==> src/rtl/spi_cs_router.sv <==
// Host SPI command router: the first byte of a frame selects one of NUM_DEV
// downstream devices, the remainder is forwarded to it and captured locally.
module spi_cs_router #(
    parameter int                 NUM_DEV     = 4,
    parameter logic [NUM_DEV-1:0] LDAC_MASK   = NUM_DEV'(4'b0010),
    parameter int                 LDAC_CYCLES = 4,
    parameter int                 GAP_CYCLES  = 2,
    parameter int                 CAP_W       = 32
) (
    input  logic               clk_in,
    input  logic               sys_rstn,
    input  logic               host_ss,
    input  logic               host_sclk,
    input  logic               host_mosi,
    output logic               host_miso,
    output logic [NUM_DEV-1:0] dev_cs_n,
    output logic               dev_sck,
    output logic               dev_mosi,
    input  logic [NUM_DEV-1:0] dev_miso,
    output logic [NUM_DEV-1:0] dev_ldac_n,
    output logic               cap_valid,
    output logic [7:0]         cap_dev,
    output logic [CAP_W-1:0]   cap_mosi,
    output logic [CAP_W-1:0]   cap_miso,
    output logic [15:0]        cap_bits,
    output logic               cmd_err
);

    localparam logic [2:0] IDLE   = 3'd0;
    localparam logic [2:0] CMD    = 3'd1;
    localparam logic [2:0] DECODE = 3'd2;
    localparam logic [2:0] DROP   = 3'd3;
    localparam logic [2:0] ACTIVE = 3'd4;
    localparam logic [2:0] LDAC   = 3'd5;
    localparam logic [2:0] GAP    = 3'd6;

    logic [2:0]         ss_pipe, sclk_pipe;
    logic [1:0]         mosi_pipe;
    logic [2:0]         state;
    logic [2:0]         cmd_cnt;
    logic [7:0]         cmd_sr;
    logic [15:0]        cnt;
    logic [NUM_DEV-1:0] sel_oh;
    logic [CAP_W-1:0]   sh_mosi, sh_miso;
    logic [15:0]        sh_bits;
    logic               frame_done, err_q, active;

    // Index 1 is the synchronised value, index 2 the history used for edge detection.
    always_ff @(posedge clk_in or negedge sys_rstn) begin
        if (!sys_rstn) begin
            ss_pipe   <= 3'b111;
            sclk_pipe <= 3'b000;
            mosi_pipe <= 2'b00;
        end else begin
            ss_pipe   <= {ss_pipe[1:0], host_ss};
            sclk_pipe <= {sclk_pipe[1:0], host_sclk};
            mosi_pipe <= {mosi_pipe[0], host_mosi};
        end
    end

    wire ss_fall   =  ss_pipe[2]   & ~ss_pipe[1];
    wire ss_rise   = ~ss_pipe[2]   &  ss_pipe[1];
    wire sck_rise  = ~sclk_pipe[2] &  sclk_pipe[1];
    wire sck_fall  =  sclk_pipe[2] & ~sclk_pipe[1];
    wire mosi_s    =  mosi_pipe[1];
    wire code_ok   = (cmd_sr != 8'd0) && (int'(cmd_sr) <= NUM_DEV);
    wire miso_sel  = |(dev_miso & sel_oh);

    always_ff @(posedge clk_in or negedge sys_rstn) begin
        if (!sys_rstn) begin
            state      <= IDLE;
            cmd_cnt    <= '0;
            cmd_sr     <= '0;
            cnt        <= '0;
            sel_oh     <= '0;
            sh_mosi    <= '0;
            sh_miso    <= '0;
            sh_bits    <= '0;
            frame_done <= 1'b0;
            err_q      <= 1'b0;
        end else begin
            // NOTE: pulses default low here so every branch below only has to raise them.
            frame_done <= 1'b0;
            err_q      <= 1'b0;
            case (state)
                IDLE: if (ss_fall) begin
                    cmd_cnt <= '0;
                    state   <= CMD;
                end
                CMD: if (ss_rise) begin
                    state <= IDLE;
                end else if (sck_rise) begin
                    cmd_sr  <= {cmd_sr[6:0], mosi_s};
                    cmd_cnt <= cmd_cnt + 3'd1;
                    if (cmd_cnt == 3'd7) state <= DECODE;
                end
                DECODE: if (ss_rise) begin
                    state <= IDLE;
                end else if (sck_fall) begin
                    if (code_ok) begin
                        sel_oh  <= NUM_DEV'(1) << (cmd_sr - 8'd1);
                        sh_mosi <= '0;
                        sh_miso <= '0;
                        sh_bits <= '0;
                        state   <= ACTIVE;
                    end else begin
                        err_q <= 1'b1;
                        state <= DROP;
                    end
                end
                DROP: if (ss_rise) begin
                    cnt   <= '0;
                    state <= GAP;
                end
                ACTIVE: if (ss_rise) begin
                    frame_done <= 1'b1;
                    cnt        <= '0;
                    state      <= (|(LDAC_MASK & sel_oh)) ? LDAC : GAP;
                end else if (sck_rise) begin
                    sh_mosi <= {sh_mosi[CAP_W-2:0], mosi_s};
                    sh_miso <= {sh_miso[CAP_W-2:0], miso_sel};
                    if (sh_bits != 16'hFFFF) sh_bits <= sh_bits + 16'd1;
                end
                // Count 0 lines up with cap_valid; the strobe is low for counts 1..LDAC_CYCLES.
                LDAC: if (cnt == 16'(LDAC_CYCLES)) begin
                    cnt   <= '0;
                    state <= GAP;
                end else begin
                    cnt <= cnt + 16'd1;
                end
                GAP: if (cnt == 16'(GAP_CYCLES - 1)) begin
                    state <= IDLE;
                end else begin
                    cnt <= cnt + 16'd1;
                end
                default: state <= IDLE;
            endcase
        end
    end

    // Output stage trails the FSM by one cycle so pins change at sample edge + 3.
    always_ff @(posedge clk_in or negedge sys_rstn) begin
        if (!sys_rstn) begin
            dev_cs_n   <= '1;
            dev_ldac_n <= '1;
            active     <= 1'b0;
            cap_valid  <= 1'b0;
            cmd_err    <= 1'b0;
            cap_dev    <= '0;
            cap_mosi   <= '0;
            cap_miso   <= '0;
            cap_bits   <= '0;
        end else begin
            dev_cs_n   <= (state == ACTIVE) ? ~sel_oh : '1;
            dev_ldac_n <= (state == LDAC && cnt != 16'd0) ? ~sel_oh : '1;
            active     <= (state == ACTIVE);
            cap_valid  <= frame_done;
            cmd_err    <= err_q;
            if (frame_done) begin
                cap_dev  <= cmd_sr;
                cap_mosi <= sh_mosi;
                cap_miso <= sh_miso;
                cap_bits <= sh_bits;
            end
        end
    end

    assign dev_sck   = host_sclk & active;
    assign dev_mosi  = host_mosi;
    assign host_miso = active & miso_sel;

endmodule
==> config.mk <==
export PLATFORM = sky130hd
export DESIGN_NAME = spi_cs_router
export DESIGN_NICKNAME = d
export VERILOG_FILES = /design/src/rtl/spi_cs_router.sv
export SDC_FILE = /design/constraint.sdc
export NUM_CORES = 1
export LEC_CHECK = 0
export ABC_CLOCK_PERIOD_IN_PS = 2220
export BUFFER_PORTS_ARGS = -buffer_cell sky130_fd_sc_hd__buf_4
export CORE_UTILIZATION = 40
export DETAILED_ROUTE_END_ITERATION = 12
export GPL_TIMING_DRIVEN = 0
export MAX_ROUTING_LAYER = met4
export PLACE_DENSITY = 0.6
export SLEW_MARGIN = 15
export SYNTH_ARGS = -nofsm -noshare
export SYNTH_HDL_FRONTEND = slang
export SYNTH_SLANG_ARGS = --single-unit
export TNS_END_PERCENT = 10
==> constraint.sdc <==
create_clock -name clk_in -period 2.22 [get_ports clk_in]
set_input_delay 0 -clock clk_in [delete_from_list [all_inputs] [get_ports clk_in]]
set_output_delay 0 -clock clk_in [all_outputs]
set_load 0.02 [all_outputs]
Word-level counts from Yosys, hierarchy flattened
Index checks and enable logic that the tools add are counted.
Storage, ports and cells
  register bits: 223
  input bits: 9
  output and inout bits: 101
  word-level logic and storage cells: 131
Operators by class
  add/sub/neg operators: 4
  magnitude comparators: 1
  equality and inequality tests: 28
  shift-type cells: 1
  multiplexer cells: 45
  bitwise gates (word level): 13
  reductions and logical operators: 17
Operator list (number)
  two-way mux 32 bit: 7
  two-way mux 16 bit: 9
  one-hot mux 32 bit (2 select lines): 2
  one-hot mux 16 bit (3 select lines): 1
  two-way mux 3 bit: 14
  adder 16 x 1 -> 16 bit (second input constant): 2
  one-hot mux 16 bit (2 select lines): 1
  inequality test 2 bit (second input constant): 14
  one-hot mux 3 bit (7 select lines): 1
  equality test 16 x 1 -> 1 bit (second input constant): 1
  equality test 16 x 3 -> 1 bit (second input constant): 1
  inequality test 16 bit (second input constant): 1
  nonzero test 16 bit: 1
  equality test 3 bit (second input constant): 4
  inequality test 3 bit (second input constant): 3
  less-or-equal comparator 8 x 3 -> 1 bit (second input constant): 1
  two-way mux 4 bit: 2
  AND reduction 4 bit: 2
  AND reduction 8 bit: 1
  nonzero test 8 bit: 1
  left shift 1 x 8 -> 4 bit (first input constant): 1
  subtractor 8 x 1 -> 8 bit (second input constant): 1
  AND reduction 7 bit: 1
  bitwise AND 1 bit: 6
  18 further kinds: 31

Logic depth before layout (Yosys ltp)
Gate-level depths: netlist (run 1).
  depth after elaboration: 6
  mapped depth: 9
  gate-level depth less buffers: 8

Worst setup path after synthesis (run 1)
OpenSTA, ideal clock, no wires.
  path type: register to register
  start: reg cmd_sr[0]
  end: reg sh_bits[11]
  library setup time: 0.139 ns
  data arrival time: 2.147 ns
  required time: 2.081 ns
  slack: -0.066 ns
  stages on the path, launching flop included: 10
  path buffers: 1
  period minus slack after synthesis: 2.286 ns
  cell sequence: dfrtp_1 inv_1 ha_1 xnor2_1 nand3_1 o311ai_2 buf_2 nand4b_1 xor2_1 nor2_1
On the way
  word-level cells in the longest chain between the ends: 4
  elaborated cells on any way between the ends: 5
  those cells by class: 1 x order compare; 1 x eq/ne; 3 x reduce/logical
RTL lines
  from (decl): RTL line 41  | logic [7:0] cmd_sr;
  from (signal assigned): RTL line 93  | cmd_sr <= {cmd_sr[6:0], mosi_s};
  less-or-equal comparator 8 x 3 -> 1 bit / nonzero test 8 bit (equally long branches): RTL line 66  | wire code_ok = (cmd_sr != 8'd0) && (int'(cmd_sr) <= NUM_DEV);
  logical AND 1 bit *: RTL line 66
  inequality test 2 bit (no line) *
  AND reduction 7 bit (no line) *
  to (signal assigned): RTL line 122  | if (sh_bits != 16'hFFFF) sh_bits <= sh_bits + 16'd1;
  to (decl): RTL line 45  | logic [15:0] sh_bits;
Mark *: on every way between the ends. The rest lies on a longest branch, timed or not.
A chain may end at the register's enable or synchronous reset.

Worst setup path after layout (run 1)
  start: reg ss_pipe[2]
  end: reg sh_bits[12]
On the way
  word-level cells in the longest chain between the ends: 4
  elaborated cells on any way between the ends: 5
  those cells by class: 2 x eq/ne; 2 x bitwise; 1 x reduce/logical
RTL lines
  from (decl): RTL line 37  | logic [2:0] ss_pipe, sclk_pipe;
  from (signal assigned): RTL line 55  | ss_pipe <= {ss_pipe[1:0], host_ss};
  NOT 1 bit *: RTL line 62  | wire ss_rise = ~ss_pipe[2] & ss_pipe[1];
  bitwise AND 1 bit *: RTL line 62
  inequality test 2 bit (no line)
  AND reduction 7 bit (no line) *
Marks and branches as above.

==> flow_summary.ini, run 1 <==
[run_status]
run_status = completed

[placed_design]
gp_routability_congestion = 0.847
placement_cell_area_um2 = 10200
pre_cts_slack_ns = -0.682
placement.io_buffers = 109
place.detailed.hpwl_um = 12900

[layout]
layout.nets = 856
fill_count = 1899
multiInputGateArea_um2 = 3190
diodes = 0
fin_area_um2 = 11300
area_delta_synth_final_pct = 26.6
seqCellArea_um2 = 5600
final_layout_size_suffix_gt1_share_pct = 35.8

[job]
drv.max_cap_violation_count = 0

[clock_tree]
cts_htree_levels = 1
tritoncts = done
clk_path_buf_depth = 3
clock_insertion_delay_worst_skew_ns = 0.51
worst_setup_hold_path_clk_slew_ns = 0.06
cts_root_buf = clkbuf_16
total_clock_sinks = 223
tritoncts.num_buffers = 24

[detailed_routing]
met2RoutedLength_um = 9220
post-route-drc-count = 0
detailedRoute.firstIterationViolations = 280
drt_pass1_iterations = 4
wirelength_met1_um = 8610
wirelength_um = 19000
topRoutingLayerUsed = met4
dr_wl_met3_um = 883
viasPerCell = 5.28
via_count = 6006
avgRoutedWirePerCell_um = 16.7
route.antenna.remaining_nets = 0

[worst_setup_path]
worst_path_max_delay_cell = dfstp_2
timing.reg2reg.worst_path_depth = 7
required_time_of_the_worst_setup_path_ns = 2.65
worst-r2r-setup-slack_ns = 0.04
data_arrival_critical_path_ns = 2.61
cp-end-kind = flip-flop
critPathMaxStageDelay_ns = 0.55
r2r-start = ss_pipe[2]
critical_path_peak_fanout = 7
worstPathCellList = nor2b_1 > clkbuf_2 > or4_4 > o21bai_4 > nand2_4 > or3_1 > a21oi_1
timing.critical_path.buf_inv = 1
cell_family_with_the_largest_share_of_critical_path_delay = simple AND/OR/NAND/NOR gates
worst_r2r_endpoint = sh_bits[12]
worstSetupPathType = reg2reg
start_kind = flip-flop

[synthesis]
synth_fp_nets = 698
synth-seq-cells = 223
syn_area_cell_um2 = 13.1
post_synth_inst_count = 682
dominantRegCellSynth = dfrtp_1
netlist_top_cells_area = dfrtp_1 59%, mux2_2 12%, a22o_1 6.6%, dfstp_2 3.2%, o21ai_0 1.9%
seq_area_frac_synth_pct = 62.7
synth.largest_area_cell = dfrtp_1
netlist_area_um2 = 8920
asyncSetResetFlopFracSynth_pct = 100
number_of_flops_mapped_to_enable_cells_by_yosys = 0
synth_largest_type_area_fraction_pct = 59.5
synthesis.yosys.warnings = 0
netlist-cell-type-count = 55

[power_and_ir_drop]
power_density_nw_per_um2 = 972
vdd_ir_drop_max_uv = 469
static-leakage-power_uw = 0.00552

[timing]
finalHoldWorstSlack_ns = 0.0359
worst-slew-pin-transition_ns = 0.635
finalCriticalPeriod_ns = 2.18
finClkSkew_ns = 0.0113
report.final.slew_viol_count = 0
timing.slew.headroom_pct = 57.7
setup_viol_count_final = 0
fin_crit_sh_pct = 98.3
report.final.hold_viol_count = 0
setup_ws_ns = 0.0382
rsz0062_at_grt = true
max_freq_mhz = 458

[grt]
globalRouteTotalUtil_pct = 17.4
grt_start_max_net_pins = 96
grt_pass1_vias = 6033
grt_first_pass_wirelength_um = 30900
antenna_violations_before_repair = 0
globalRouteOverflowTotal = 0

[floorplanning]
ios = 110
effective_utilization_at_floorplan_pct = 40.9
std_cell_rows = 54
core_area_um2 = 21800
die-area_um2 = 22900
die_height_um = 151
chipWidth_um = 151

[min_path]
worst_min_delay_path_class = in2async
[sequential cells by signal, summed over array words and instances, names as in the netlist, 2 cells and up]
register / cells
cap_miso: 32
cap_mosi: 32
sh_miso: 32
sh_mosi: 32
cap_bits: 16
cnt: 16
sh_bits: 16
cap_dev: 8
cmd_sr: 8
dev_cs_n: 4
dev_ldac_n: 4
sel_oh: 4
cmd_cnt: 3
sclk_pipe: 3
ss_pipe: 3
state: 3
mosi_pipe: 2
[report_power, final]
group / internal, uW / switching, uW
logic: 896 / 1260
clock network: 2640 / 1580
registers: 4340 / 259
total: 7880 / 3100
[cell usage after synthesis (2+ instances only)]
cell        n
dfrtp_1   212
inv_1      12
a31oi_1     4
o21ai_0    34
xor2_1     11
and2_1      5
xnor2_1     8
nor2b_1     4
a21o_1      3
nor4_1      3
a21oi_1     9
nand2b_1    7
ha_1        7
nand2_1    41
nor3_2      2
and3_1      8
nor3b_1     3
a22o_1     67
a22oi_1     2
clkbuf_1   25
nor3_1      3
dfstp_2    11
and4_1      3
nor2_1     36
buf_2       9
o31ai_1     3
mux2_2     94
nand3_1    20
or3_1       3
nand4_1     8
[stage by stage]
| step | util (%) | total power, uW | std cells | setup TNS [ns] |
|---|---|---|---|---|
| floorplan | - | 5880 | 682 | -0.00146 |
| global placement | 46.3 | 6460 | 1071 | -112.61 |
| detailed placement | 46.6 | 6540 | 1073 | -39.50 |
| CTS | 51.3 | 10900 | 1129 | 0 |
| global route | 51.8 | 11500 | 1138 | -1.02 |
| finish | 51.8 | 11000 | 1138 | 0 |
[kinds of logic (layout without fill, tap and decap cells)]
logic type      count (synthesis)  in the layout  synth area share, %
fa+ha+maj                       8              8                 1.09
mux                            95             95                 12.0
flops                         223            223                 62.7
xor+xnor                       19             19                 1.87
buf+inv                        49            225                 2.23
simple gates                  154            154                 8.74
compound gates                134            134                 11.4
[layer usage]
metal  global-route usage, %  vias to the layer above
met2                    27.1                      156
met1                    23.3                     3052
met3                    2.80                       20
met4                    5.15                        0
li1                        -                     2778
met5                       -                        -
[area by class of cell]
cell class / count / area share, %
plain buffers: 34 / 1.56
clock buffers: 36 / 6.16
clock inverters: 8 / 1.44
inverters: 13 / 0.443
multi-input cells: 410 / 28.3
flip-flops and latches: 223 / 49.6
well taps: 280 / 3.10
repair buffers: 134 / 9.49
[placed cells by master, fill, tap and decap left out, types with 5 or more instances in the layout]
cell           count
dfrtp_1          208
buf_4            124
mux2_2            94
a22o_1            67
nand2_1           41
nor2_1            34
o21ai_0           33
clkbuf_1          25
clkbuf_16         24
nand3_1           19
inv_1             11
xor2_1            11
dfstp_2           11
a21oi_1            9
xnor2_1            8
nand4_1            8
and3_1             8
nand2b_1           7
dlygate4sd3_1      7
clkbuf_8           6
buf_2              6
ha_1               6
and2_1             5
clkbuf_2           5
[worst max path at each step]
stage	start	endpoint	slack (ns)	cells past startpoint
after global placement	ss_pipe[1]	sh_mosi[31]	-0.63	8
after global routing	frame_done	cap_mosi[21]	-0.06	4
final	ss_pipe[2]	sh_bits[12]	0.04	7
after floorplan	ss_pipe[2]	sh_bits[12]	-0.001	8
after CTS	cmd_sr[0]	sh_bits[12]	0.004	8
after detailed placement	ss_pipe[1]	sh_mosi[3]	-0.68	8
[repair_timing]
| item | CTS | global route |
|---|---|---|
| resized for setup | 15 | 20 |
| pin swaps | 5 | 6 |
| buffers inserted | 6 | 9 |
| hold buffers | 7 | 0 |
| setup endpoints to repair | 108 | 116 |
| endpoints found under the hold margin | 216 | 0 |
| gates cloned | 0 | 1 |
Power figures use the tool's default switching activity.
==> run 2, diff against run 1 <==
- CELL_PAD_IN_SITES_DETAIL_PLACEMENT: not set -> 1
- CELL_PAD_IN_SITES_GLOBAL_PLACEMENT: not set -> 1
- PLACE_DENSITY: 0.6 -> 0.71
==> flow_summary.ini, run 2 (synthesis gave the netlist of run 1 again) <==
[run_status]
run_status = completed

[layout]
seqCellArea_um2 = 5600
final_layout_size_suffix_gt1_share_pct = 36.3
final_cell_mix = 208 x dfrtp_1, 129 x buf_4, 94 x mux2_2
postLayoutCoreUtil_pct = 51.8
fin_area_um2 = 11300
layout_commonest_cell = dfrtp_1
fill_count = 2223
layout.nets = 859
multiInputGateArea_um2 = 3250
area_delta_synth_final_pct = 26.8
post_layout_nonfiller_instances = 1140
diodes = 0

[detailed_routing]
drt_pass1_iterations = 4
viasPerCell = 5.36
route.antenna.remaining_nets = 0
avgRoutedWirePerCell_um = 18.4
detailedRoute.firstIterationViolations = 167
wirelength_um = 21000
post-route-drc-count = 0
via_count = 6113

[worst_setup_path]
data_arrival_critical_path_ns = 2.62
worstSetupPathType = reg2reg
critical_path_peak_fanout = 8
worst-r2r-setup-slack_ns = 0.05
required_time_of_the_worst_setup_path_ns = 2.66
start_kind = flip-flop
cp-end-kind = flip-flop

[grt]
globalRouteOverflowTotal = 0
grt-busiest-layer = met2
grt_start_max_net_pins = 93
globalRouteTotalUtil_pct = 19.2
antenna_violations_before_repair = 0
grt_use_met1_pct = 24.4
grt_pass1_vias = 6323
met2_usage_pct = 32.0
grtUsageMet3_pct = 2.83
grt_first_pass_wirelength_um = 33800

[min_path]
worst_min_delay_path_class = in2reg

[floorplanning]
die_height_um = 151
core_area_um2 = 21800
effective_utilization_at_floorplan_pct = 40.9
chipWidth_um = 151
die-area_um2 = 22900
std_cell_rows = 54
ios = 110

[timing]
report.final.hold_viol_count = 0
finClkSkew_ns = 0.0115
max_freq_mhz = 460
report.final.slew_viol_count = 0
finalCriticalPeriod_ns = 2.17
timing.slew.headroom_pct = 53.9
fin_crit_sh_pct = 98.0
setup_viol_count_final = 0
rsz0062_at_grt = true
worst-slew-pin-transition_ns = 0.691

[placed_design]
placement.io_buffers = 109
place.detailed.hpwl_um = 14300
gp_routability_congestion = 0.800
placed_cells = 1073
placement_cell_area_um2 = 10200

[clock_tree]
cts_root_buf = clkbuf_16
tritoncts = done
clk_path_buf_depth = 3
tritoncts.num_buffers = 24
total_clock_sinks = 223
clock_insertion_delay_worst_skew_ns = 0.52
worst_setup_hold_path_clk_slew_ns = 0.06
cts_htree_levels = 1

[job]
drv.max_cap_violation_count = 0

[power_and_ir_drop]
vdd_ir_drop_max_uv = 497
power_density_nw_per_um2 = 971
static-leakage-power_uw = 0.00556
## run 2: metal layers
layer / up-vias / part of all wire [%]
li1: 2786 / -
met1: 3197 / 44
met2: 95 / 51
met3: 35 / 3.5
met4: 0 / 1.8
met5: - / 0
## run 2: worst max-delay path, stage by stage, from the launching register on
cell	delay [ns]
dfstp_2	0.55
nor2b_4	0.07
or4_4	0.56
buf_6	0.15
o21bai_4	0.19
nand2_4	0.11
or3_1	0.33
a21oi_1	0.14
## run 2: timing repair
action,in CTS,in global routing
hold buffers,8,0
hold endpoints to repair,216,0
endpoints found under the setup margin,108,90
resized for setup,19,27
buffers inserted,4,15
cloned,0,0
pin swaps,6,8
## run 2: through the flow
| stage | setup TNS, ns | setup WS (ns) | power [uW] | hold slack, ns |
|---|---|---|---|---|
| 6_report | 0 | 0.0450 | 11000 | 0.136 |
| 3_3_place_gp | -114.18 | -0.633 | 6480 | 0.111 |
| 4_1_cts | 0 | 0.0126 | 10800 | 0.115 |
| 5_1_grt | -0.169 | -0.0219 | 11500 | 0.135 |
| 2_1_floorplan | -0.00146 | -0.00146 | 5880 | -0.296 |
| 3_5_place_dp | -38.56 | -0.701 | 6620 | -0.0495 |
## run 2: path summary, 6_finish.rpt
| path | from | end | cells past startpoint |
|---|---|---|---|
| min reg2reg | err_q | cmd_err | 0 |
| min | host_ss | ss_pipe[0] | 2 |
| min in group asynchronous | sys_rstn | cap_bits[5] | 3 |
| max in group asynchronous | sys_rstn | sh_bits[5] | 4 |
| max | ss_pipe[2] | sh_bits[12] | 7 |
| max reg2reg | ss_pipe[2] | sh_bits[12] | 7 |
## run 2: where the power goes
| group | internal [uW] | switching [uW] | total (uW) |
|---|---|---|---|
| registers | 4340 | 288 | 4630 |
| logic | 998 | 1350 | 2350 |
| clock network | 2410 | 1600 | 4010 |
| total | 7750 | 3240 | 11000 |
## run 2: layout make-up
class	count	share of cell area, %
Clock inverter	10	1.21
Tap cell	280	3.10
Multi-Input combinational cell	410	28.7
Inverter	13	0.442
Sequential cell	223	49.5
Clock buffer	33	5.78
Timing Repair Buffer	138	9.82
Buffer	33	1.47
